## src/rtl/darkriscv_dbus_bridge.sv

```systemverilog
// Data-bus bridge between the darkriscv core and a word-only memory port.
// Byte/half stores become read-modify-write; loads return the selected lane zero-extended.
module darkriscv_dbus_bridge #(
  parameter int unsigned TIMEOUT_CYCLES = 1024,
  parameter logic [31:0] ERR_DATA       = 32'hFFFFFFFF
) (
  input  logic        clk,
  input  logic        reset_n,
  input  logic [31:0] core_daddr,
  input  logic [31:0] core_datao,
  input  logic [2:0]  core_dlen,
  input  logic        core_drd,
  input  logic        core_dwr,
  output logic [31:0] core_datai,
  output logic        core_hlt,
  output logic        core_berr,
  output logic        mem_read,
  output logic        mem_write,
  output logic [31:0] mem_address,
  output logic [31:0] mem_write_data,
  input  logic [31:0] mem_read_data,
  input  logic        mem_response
);

  localparam logic [2:0] StIdle  = 3'd0;
  localparam logic [2:0] StRd    = 3'd1;
  localparam logic [2:0] StRmwRd = 3'd2;
  localparam logic [2:0] StRmwWr = 3'd3;
  localparam logic [2:0] StWr    = 3'd4;
  localparam logic [2:0] StDone  = 3'd5;
  localparam logic [2:0] StErr   = 3'd6;

  localparam logic [1:0] SzByte = 2'd0;
  localparam logic [1:0] SzHalf = 2'd1;
  localparam logic [1:0] SzWord = 2'd2;

  localparam int unsigned CntW = (TIMEOUT_CYCLES > 2) ? $clog2(TIMEOUT_CYCLES) : 1;
  localparam logic [CntW-1:0] CntLast = CntW'(TIMEOUT_CYCLES - 1);

  logic [2:0]      state_q, state_d;
  logic [CntW-1:0] cnt_q, cnt_d;
  logic [1:0]      off_q, off_d;
  logic [1:0]      size_q, size_d;
  logic [15:0]     store_q, store_d;
  logic [31:0]     datai_q, datai_d;
  logic [31:0]     addr_q, addr_d;
  logic [31:0]     wdata_q, wdata_d;
  logic            mrd_q, mrd_d;
  logic            mwr_q, mwr_d;

  logic [1:0]  req_size;
  logic        req;
  logic        misaligned;
  logic        waiting;
  logic        timeout;
  logic        hlt;
  logic [31:0] rd_shift;
  logic [31:0] rd_lane;
  logic [31:0] merged;

  // Anything other than a clean byte/half code is handled as a word access.
  always_comb begin
    req_size = SzWord;
    if (core_dlen == 3'b001) begin
      req_size = SzByte;
    end else if (core_dlen == 3'b010) begin
      req_size = SzHalf;
    end
    req        = core_drd | core_dwr;
    misaligned = ((req_size == SzHalf) && core_daddr[0]) ||
                 ((req_size == SzWord) && (core_daddr[1:0] != 2'b00));
  end

  always_comb begin
    rd_shift = mem_read_data >> {off_q, 3'b000};
    case (size_q)
      SzByte:  rd_lane = {24'h0, rd_shift[7:0]};
      SzHalf:  rd_lane = {16'h0, rd_shift[15:0]};
      default: rd_lane = rd_shift;
    endcase
    merged = mem_read_data;
    if (size_q == SzByte) begin
      merged[{off_q, 3'b000} +: 8] = store_q[7:0];
    end else if (size_q == SzHalf) begin
      merged[{off_q[1], 4'b0000} +: 16] = store_q[15:0];
    end
  end

  assign waiting = (state_q == StRd) || (state_q == StRmwRd) ||
                   (state_q == StRmwWr) || (state_q == StWr);
  assign timeout = (cnt_q == CntLast);

  always_comb begin
    state_d = state_q;
    off_d   = off_q;
    size_d  = size_q;
    store_d = store_q;
    datai_d = datai_q;
    addr_d  = addr_q;
    wdata_d = wdata_q;
    mrd_d   = mrd_q;
    mwr_d   = mwr_q;
    case (state_q)
      StIdle: begin
        if (req) begin
          off_d   = core_daddr[1:0];
          size_d  = req_size;
          store_d = core_datao[15:0];
          if (misaligned) begin
            state_d = StErr;
            if (!core_dwr) begin
              datai_d = ERR_DATA;
            end
          end else begin
            addr_d = {core_daddr[31:2], 2'b00};
            if (core_dwr && (req_size == SzWord)) begin
              state_d = StWr;
              mwr_d   = 1'b1;
              wdata_d = core_datao;
            end else if (core_dwr) begin
              state_d = StRmwRd;
              mrd_d   = 1'b1;
            end else begin
              state_d = StRd;
              mrd_d   = 1'b1;
            end
          end
        end
      end
      StRd: begin
        if (mem_response) begin
          state_d = StDone;
          mrd_d   = 1'b0;
          datai_d = rd_lane;
        end else if (timeout) begin
          state_d = StErr;
          mrd_d   = 1'b0;
          datai_d = ERR_DATA;
        end
      end
      StRmwRd: begin
        if (mem_response) begin
          state_d = StRmwWr;
          mrd_d   = 1'b0;
          mwr_d   = 1'b1;
          wdata_d = merged;
        end else if (timeout) begin
          state_d = StErr;
          mrd_d   = 1'b0;
        end
      end
      StRmwWr, StWr: begin
        if (mem_response) begin
          state_d = StDone;
          mwr_d   = 1'b0;
        end else if (timeout) begin
          state_d = StErr;
          mwr_d   = 1'b0;
        end
      end
      StDone, StErr: begin
        state_d = StIdle;
      end
      default: begin
        state_d = StIdle;
        mrd_d   = 1'b0;
        mwr_d   = 1'b0;
      end
    endcase

    // The wait counter restarts on every state entry.
    if (state_d != state_q) begin
      cnt_d = '0;
    end else if (waiting) begin
      cnt_d = cnt_q + 1'b1;
    end else begin
      cnt_d = '0;
    end
  end

  always_ff @(posedge clk or negedge reset_n) begin
    if (!reset_n) begin
      state_q <= StIdle;
      cnt_q   <= '0;
      off_q   <= 2'b00;
      size_q  <= SzWord;
      store_q <= 16'h0;
      datai_q <= 32'h0;
      addr_q  <= 32'h0;
      wdata_q <= 32'h0;
      mrd_q   <= 1'b0;
      mwr_q   <= 1'b0;
    end else begin
      state_q <= state_d;
      cnt_q   <= cnt_d;
      off_q   <= off_d;
      size_q  <= size_d;
      store_q <= store_d;
      datai_q <= datai_d;
      addr_q  <= addr_d;
      wdata_q <= wdata_d;
      mrd_q   <= mrd_d;
      mwr_q   <= mwr_d;
    end
  end

  always_comb begin
    hlt = 1'b0;
    case (state_q)
      StRd, StRmwRd, StRmwWr, StWr: hlt = 1'b1;
      StIdle:                       hlt = req && !misaligned;
      default:                      hlt = 1'b0;
    endcase
  end

  // Stall is combinational, so gate it with reset to drop it while reset is held.
  assign core_hlt       = reset_n & hlt;
  assign core_berr      = (state_q == StErr);
  assign core_datai     = datai_q;
  assign mem_read       = mrd_q;
  assign mem_write      = mwr_q;
  assign mem_address    = addr_q;
  assign mem_write_data = wdata_q;

endmodule

```

## config.mk

```make
export PLATFORM = sky130hd
export DESIGN_NAME = darkriscv_dbus_bridge
export DESIGN_NICKNAME = d
export VERILOG_FILES = /design/src/rtl/darkriscv_dbus_bridge.sv
export SDC_FILE = /design/constraint.sdc
export NUM_CORES = 1
export LEC_CHECK = 0
export ABC_AREA = 1
export CAP_MARGIN = 20
export CORE_AREA = 2 2 133 167
export CTS_BUF_LIST = sky130_fd_sc_hd__clkbuf_8
export DETAILED_ROUTE_END_ITERATION = 10
export DIE_AREA = 0 0 135 169
export PLACE_DENSITY = 0.7
export SYNTH_ARGS = -nofsm -noshare
export SYNTH_HDL_FRONTEND = slang
export SYNTH_SLANG_ARGS = --single-unit
```

## constraint.sdc

```tcl
create_clock -name clk -period 5.2 [get_ports clk]
set_input_delay 0.78 -clock clk [delete_from_list [all_inputs] [get_ports clk]]
set_output_delay 0.78 -clock clk [all_outputs]
set_load 0.005 [all_outputs]
```

==> results of run 1 <==
==> state kept, by name (all words and copies together) (netlist names) <==
register,flops
mem_read,1
mem_write,1
cnt_q,10
off_q,2
mem_write_data,32
store_q,16
mem_address,30
size_q,2
core_datai,32
state_q,3
==> worst max-delay path: cells and delay by family <==
| kind | cells | cell delay, ns |
|---|---|---|
| compound gates | 1 | 0.13 |
| simple gates | 3 | 0.32 |
| buf+inv | 6 | 1.92 |
==> synthesized netlist by cell type (10+ instances only) <==
cell        n  area (sq um)
o21a_1     18           135
buf_6      10           113
nand2_1   226           848
o22ai_1    20           125
o221ai_1   12           105
inv_1      73           274
clkbuf_1   28           105
o211ai_1   17           128
nand2_2    11          68.8
mux2_2     20           225
a21oi_1    60           300
nor2_1     58           218
mux2_1     10           113
dfrtp_1   128          3200
nand3_1    43           215
buf_2      10          50.1
o21ai_0   110           551
==> through the flow <==
stage                util  std cells  hold slack, ns  total power, mW
finish              0.463       1383           0.407             5.81
CTS                 0.462       1378           0.416             5.84
global placement    0.441       1346           0.444             4.81
detailed placement  0.441       1346           0.453             4.87
global route        0.463       1383           0.462             6.27
floorplan               -        915           0.432             3.59
==> area by class of cell <==
class,count,area (sq um)
diodes,4,10.0
clock buffers,17,234
clock inverters,15,196
fillers,2144,11500
inverters,79,299
multi-input cells,649,3460
flip-flops and latches,129,3230
well taps,279,349
repair buffers,211,2090
==> cells by family (layout without fill, tap and decap cells) <==
family / Yosys count / count (layout) / share of synthesized area
and+or+nand+nor: 356 / 356 / 0.208
AOI/OAI and AO/OA: 247 / 247 / 0.198
buffers and inverters: 137 / 322 / 0.0858
DFF: 129 / 129 / 0.442
muxes: 30 / 30 / 0.0462
xor gates and xnor gates: 8 / 8 / 0.00959
adders and majority gates: 6 / 6 / 0.0103
other: 1 / 6 / 0.000513
==> how the worst max path moves through the flow <==
stage / startpoint / end / slack (ns) / cells past startpoint
floorplan: core_daddr[0] / core_hlt / 2.78 / 7
global placement: core_dwr / core_hlt / 1.27 / 10
detailed placement: core_dwr / core_hlt / 1.24 / 10
CTS: core_dwr / core_hlt / 1.24 / 10
global route: core_dwr / core_hlt / 1.05 / 10
finish: core_dwr / core_hlt / 1.25 / 10
==> routing by layer <==
metal,vias up,global-route usage,share of wire
li1,3402,-,-
met1,3251,0.267,0.43
met2,290,0.328,0.48
met3,39,0.0341,0.059
met4,0,0.100,0.033
met5,-,0,0
==> power groups by stage <==
| stage | Sequential, mW | Clock, mW | Combinational (mW) |
|---|---|---|---|
| final | 1.81 | 0.945 | 3.05 |
| after global routing | 1.87 | 1.02 | 3.39 |
| after CTS | 1.81 | 0.974 | 3.05 |
| after detailed placement | 1.82 | 0 | 3.05 |
| after global placement | 1.82 | 0 | 3.00 |
| after floorplan | 1.76 | 0 | 1.83 |
==> run metrics, run 1 <==
Die ar.=22800 sq um; post-synth design cell area=7310 sq um; Crit Path Class=in2out; Gates resized, CTS repair=0; r2r startpoint=off_q[0]$_DFFE_PN0P_; P per Cell Area=589 nW/um^2; Worst-path clk slew=0.09 ns; CP max stage delay=0.52 ns; Fin. Hold Viols=0; H-tree Lvls=4; share of layout cells above drive strength 1=0.0855; Synth Instances=914; Die Height=169 microns; WP data required=4.42 ns; worst clock skew=0.0129 ns; min-delay worst type=in2async; DPL Wire Length=17200 microns; DR WL/cell=16.9 microns; crit path max fanout=38; GRT Residual Overflow=0; highest-count cells in the layout ignoring fill and taps=nand2_1 (226), clkdlybuf4s50_1 (200), dfrtp_1 (128), o21ai_0 (110), inv_1 (73); final WL=23400 microns; Total Neg Setup Slack=0 ns; crit path DAT=3.17 ns; Cell Rows=60; CP Capture Type=primary output; I/O pin count=204; Post-CTS Hold Buffers=0; post-route ant nets=0; vias=6982; Synth Flop Type=dfrtp_1; Sw Share=0.421; clk root buf=clkbuf_8; Clock Sinks=129; global-route wire length before repair=36200 microns; Placement Cell Area=9410 sq um; Logic pwr share=0.526; # Max-Cap Violations=0; worst r2r dst=mem_write_data[26]$_DFFE_PN0P_; fin nets=1197; depth of the most critical reg-to-reg path=10; largest net degree at the start of global routing=70; Tmin final=3.95 ns; Max clock buf depth=2; vias in the first global route=6728; flop-to-flop setup slack=2.36 ns; slew at the pin closest to its max-slew limit=0.937 ns; Post-synth EDFFs=0; outcome=finished clean; final setup margin=1.25 ns; Area Growth Syn to Fin=35.0%; RePlAce Congestion=0.936; worst slack at placement=1.24 ns; Flop pwr share=0.311; Post-CTS Setup Bufs=0; gr usage total=0.205; Unique masters post-synth=42; synth warn=0; Design Area, Final=9870 sq um; initial DRC count=746; clock latency on the worst-skew pair=0.46 ns; period utilisation layout=0.760; 1st-pass router iterations=6; Post-synth ARST share=1.00; P_int=3.36 mW; max_slew headroom=0.374; vias per inst=5.05; Worst setup SP type=primary input; syn avg cell area=8.00 sq um; Slew Viols, Final=0; CP cell instances=clkdlybuf4s50_1, nor2_1, nor2_4, buf_4, inv_2, nor2_4, buf_4, o21ai_0, inv_1, clkdlybuf4s50_1; Psw=2.45 mW; Post-route DRC=0; commonest non-fill, non-tap cell in the layout=nand2_1; Initial Utilization=0.343; Slowest-stage cell, CP=clkdlybuf4s50_1; Final setup viols=0; CTS buffer count=17; Peak Freq=0.253 GHz; peak supply drop=0.239 mV; Core Area=21300 sq um; IO buf count=201; Die Wd=135 microns; initial antenna violation count=4; clock network power share=0.163; FF+latch count, synth=129; Static Leak=4.30 nW; RSZ-0062 raised after global routing=no; sequential fraction of the synthesis area=0.442; TritonCTS clock tree=yes
(Power assumes the default switching activity.)
==> run 2: changes to the inputs <==
--- a/config.mk
+++ b/config.mk
@@ -11,7 +11,7 @@
 export CTS_BUF_LIST = sky130_fd_sc_hd__clkbuf_8
 export DETAILED_ROUTE_END_ITERATION = 10
 export DIE_AREA = 0 0 135 169
-export PLACE_DENSITY = 0.7
+export PLACE_DENSITY = 0.72
 export SYNTH_ARGS = -nofsm -noshare
 export SYNTH_HDL_FRONTEND = slang
 export SYNTH_SLANG_ARGS = --single-unit
==> constraint.sdc (replaced) <==
create_clock -name clk -period 3.6 [get_ports clk]
set_input_delay 0.54 -clock clk [delete_from_list [all_inputs] [get_ports clk]]
set_output_delay 0.54 -clock clk [all_outputs]
set_load 0.005 [all_outputs]
==> run metrics, run 2 (same netlist as run 1, synthesis figures left out) <==
IO buf count=201 (unchanged); Crit. Startpoint=state_q[0]$_DFF_PN0_ (was core_dwr); Static Leak=4.29 nW (was 4.30 nW); Max clock buf depth=2 (unchanged); peak supply drop=0.339 mV (was 0.239 mV); vias per inst=5.07 (was 5.05); Post-CTS Setup Bufs=0 (unchanged); CP Capture Point=core_hlt (unchanged); RePlAce Congestion=0.936 (about the same); Clock Sinks=129 (unchanged); DR WL/cell=16.6 microns (was 16.9 microns); max_slew headroom=0.362 (was 0.374); Crit path buffers/inverters=3 (was 6); Area Growth Syn to Fin=34.8% (was 35.0%); critical path depth=8 (was 10); clk root buf=clkbuf_8 (unchanged); Flop pwr share=0.313 (was 0.311); Tmin final=2.77 ns; post-route ant nets=0 (unchanged); Post-route DRC=0 (unchanged); Logic pwr share=0.530 (was 0.526); initial antenna violation count=1 (was 4); CP Capture Type=primary output (unchanged); r2r startpoint=off_q[0]$_DFFE_PN0P_ (unchanged); min-delay worst type=in2async (unchanged); Sw Share=0.422 (was 0.421); Die Wd=135 microns (unchanged); crit path max fanout=8 (was 38); highest-count cells in the layout ignoring fill and taps=nand2_1 (226), clkdlybuf4s50_1 (200), dfrtp_1 (128), o21ai_0 (110), inv_1 (73) (unchanged); gr usage total=0.198 (was 0.205); Final setup viols=0 (unchanged); RSZ-0062 raised after global routing=no (unchanged); fin nets=1198 (was 1197); Peak Freq=0.361 GHz; Die ar.=22800 sq um (unchanged); TritonCTS clock tree=yes (unchanged); flop-to-flop setup slack=0.91 ns (was 2.36 ns); CP dominant cell by count=nor2_4; worst clock skew=0.00870 ns (was 0.0129 ns); CTS buffer count=17 (unchanged); slew at the pin closest to its max-slew limit=0.956 ns (was 0.937 ns); share of layout cells above drive strength 1=0.0863 (was 0.0855); worst r2r dst=mem_write_data[27]$_DFFE_PN0P_ (was mem_write_data[26]$_DFFE_PN0P_); CP top delay family=buffers and inverters (unchanged); Crit Path Class=reg2out (was in2out); Gates resized, CTS repair=0 (unchanged); 1st-pass router iterations=6 (unchanged); crit path DAT=2.23 ns (was 3.17 ns); Slew Viols, Final=0 (unchanged); largest net degree at the start of global routing=130 (was 70); Psw=3.50 mW (was 2.45 mW); utilization after layout=0.462 (was 0.463); vias in the first global route=6622 (was 6728); clock latency on the worst-skew pair=0.45 ns (was 0.46 ns); P per Cell Area=841 nW/um^2 (was 589 nW/um^2); Total Neg Setup Slack=0 ns (unchanged); depth of the most critical reg-to-reg path=9 (was 10); Die Height=169 microns (unchanged); Fin. Hold Viols=0 (unchanged); commonest non-fill, non-tap cell in the layout=nand2_1 (unchanged); initial DRC count=614 (was 746); # Max-Cap Violations=0 (unchanged); Cell Rows=60 (unchanged); global-route wire length before repair=35300 microns (was 36200 microns); outcome=finished clean (unchanged); Worst setup SP type=register (was primary input); CP cell instances=nor2_4, nand2_4, nor2_4, inv_2, nor2_4, o21ai_0, inv_1, clkdlybuf4s50_1 (was clkdlybuf4s50_1, nor2_1, nor2_4, buf_4, inv_2, nor2_4, buf_4, o21ai_0, inv_1, clkdlybuf4s50_1); Slowest-stage cell, CP=dfrtp_1 (was clkdlybuf4s50_1); Initial Utilization=0.343 (unchanged); Worst-path clk slew=0.08 ns (was 0.09 ns); Post-CTS Hold Buffers=0 (unchanged); GRT Residual Overflow=0 (unchanged); clock network power share=0.157 (was 0.163); I/O pin count=204 (unchanged); CP max stage delay=0.52 ns (about the same); H-tree Lvls=4 (unchanged); P_int=4.79 mW (was 3.36 mW); WP data required=3.06 ns (was 4.42 ns); final WL=22900 microns (was 23400 microns); vias=7004 (was 6982); DPL Wire Length=17000 microns (was 17200 microns); Core Area=21300 sq um (unchanged); period utilisation layout=0.769
## run 2: layer usage
metal,GRT usage,vias to the layer above,part of all wire
met5,0,-,0
met4,0.0784,0,0.029
met3,0.0401,48,0.065
met2,0.324,278,0.48
met1,0.257,3273,0.42
li1,-,3405,-
## run 2: power by group through the flow
stage / sequential, mW / combinational (mW) / clock, mW
6_report: 2.60 / 4.39 / 1.30
3_3_place_gp: 2.60 / 4.33 / 0
2_1_floorplan: 2.55 / 2.64 / 0
4_1_cts: 2.60 / 4.41 / 1.33
5_1_grt: 2.67 / 4.87 / 1.39
3_5_place_dp: 2.62 / 4.40 / 0
## run 2: worst min path at each step
stage	endpoint	slack [ns]	depth (start not counted)
3_3_place_gp	cnt_q[0]$_DFF_PN0_	0.45	1
5_1_grt	mem_address[25]$_DFFE_PN0P_	0.29	2
2_1_floorplan	cnt_q[0]$_DFF_PN0_	0.24	0
3_5_place_dp	mem_write_data[12]$_DFFE_PN0P_	0.46	2
4_1_cts	mem_address[27]$_DFFE_PN0P_	0.26	2
6_report	state_q[1]$_DFF_PN0_	0.15	2
## run 2: stage by stage
step	instances	worst slack, ns	cell area, sq um	hold WS [ns]	power, mW
6_report	1381	0.832	9850	0.152	8.29
5_1_grt	1381	0.681	9850	0.286	8.93
4_1_cts	1380	0.814	9850	0.264	8.34
3_5_place_dp	1348	0.848	9440	0.462	7.02
3_3_place_gp	1348	0.893	9440	0.445	6.93
2_1_floorplan	915	1.55	7310	0.244	5.19
## run 2: final cells by class
| type | instances | area (sq um) |
|---|---|---|
| Sequential cell | 129 | 3230 |
| Antenna cell | 1 | 2.50 |
| Clock inverter | 15 | 171 |
| Clock buffer | 17 | 234 |
| Multi-Input combinational cell | 649 | 3460 |
| Tap cell | 279 | 349 |
| Inverter | 79 | 299 |
| Fill cell | 2125 | 11500 |
| Timing Repair Buffer | 212 | 2100 |
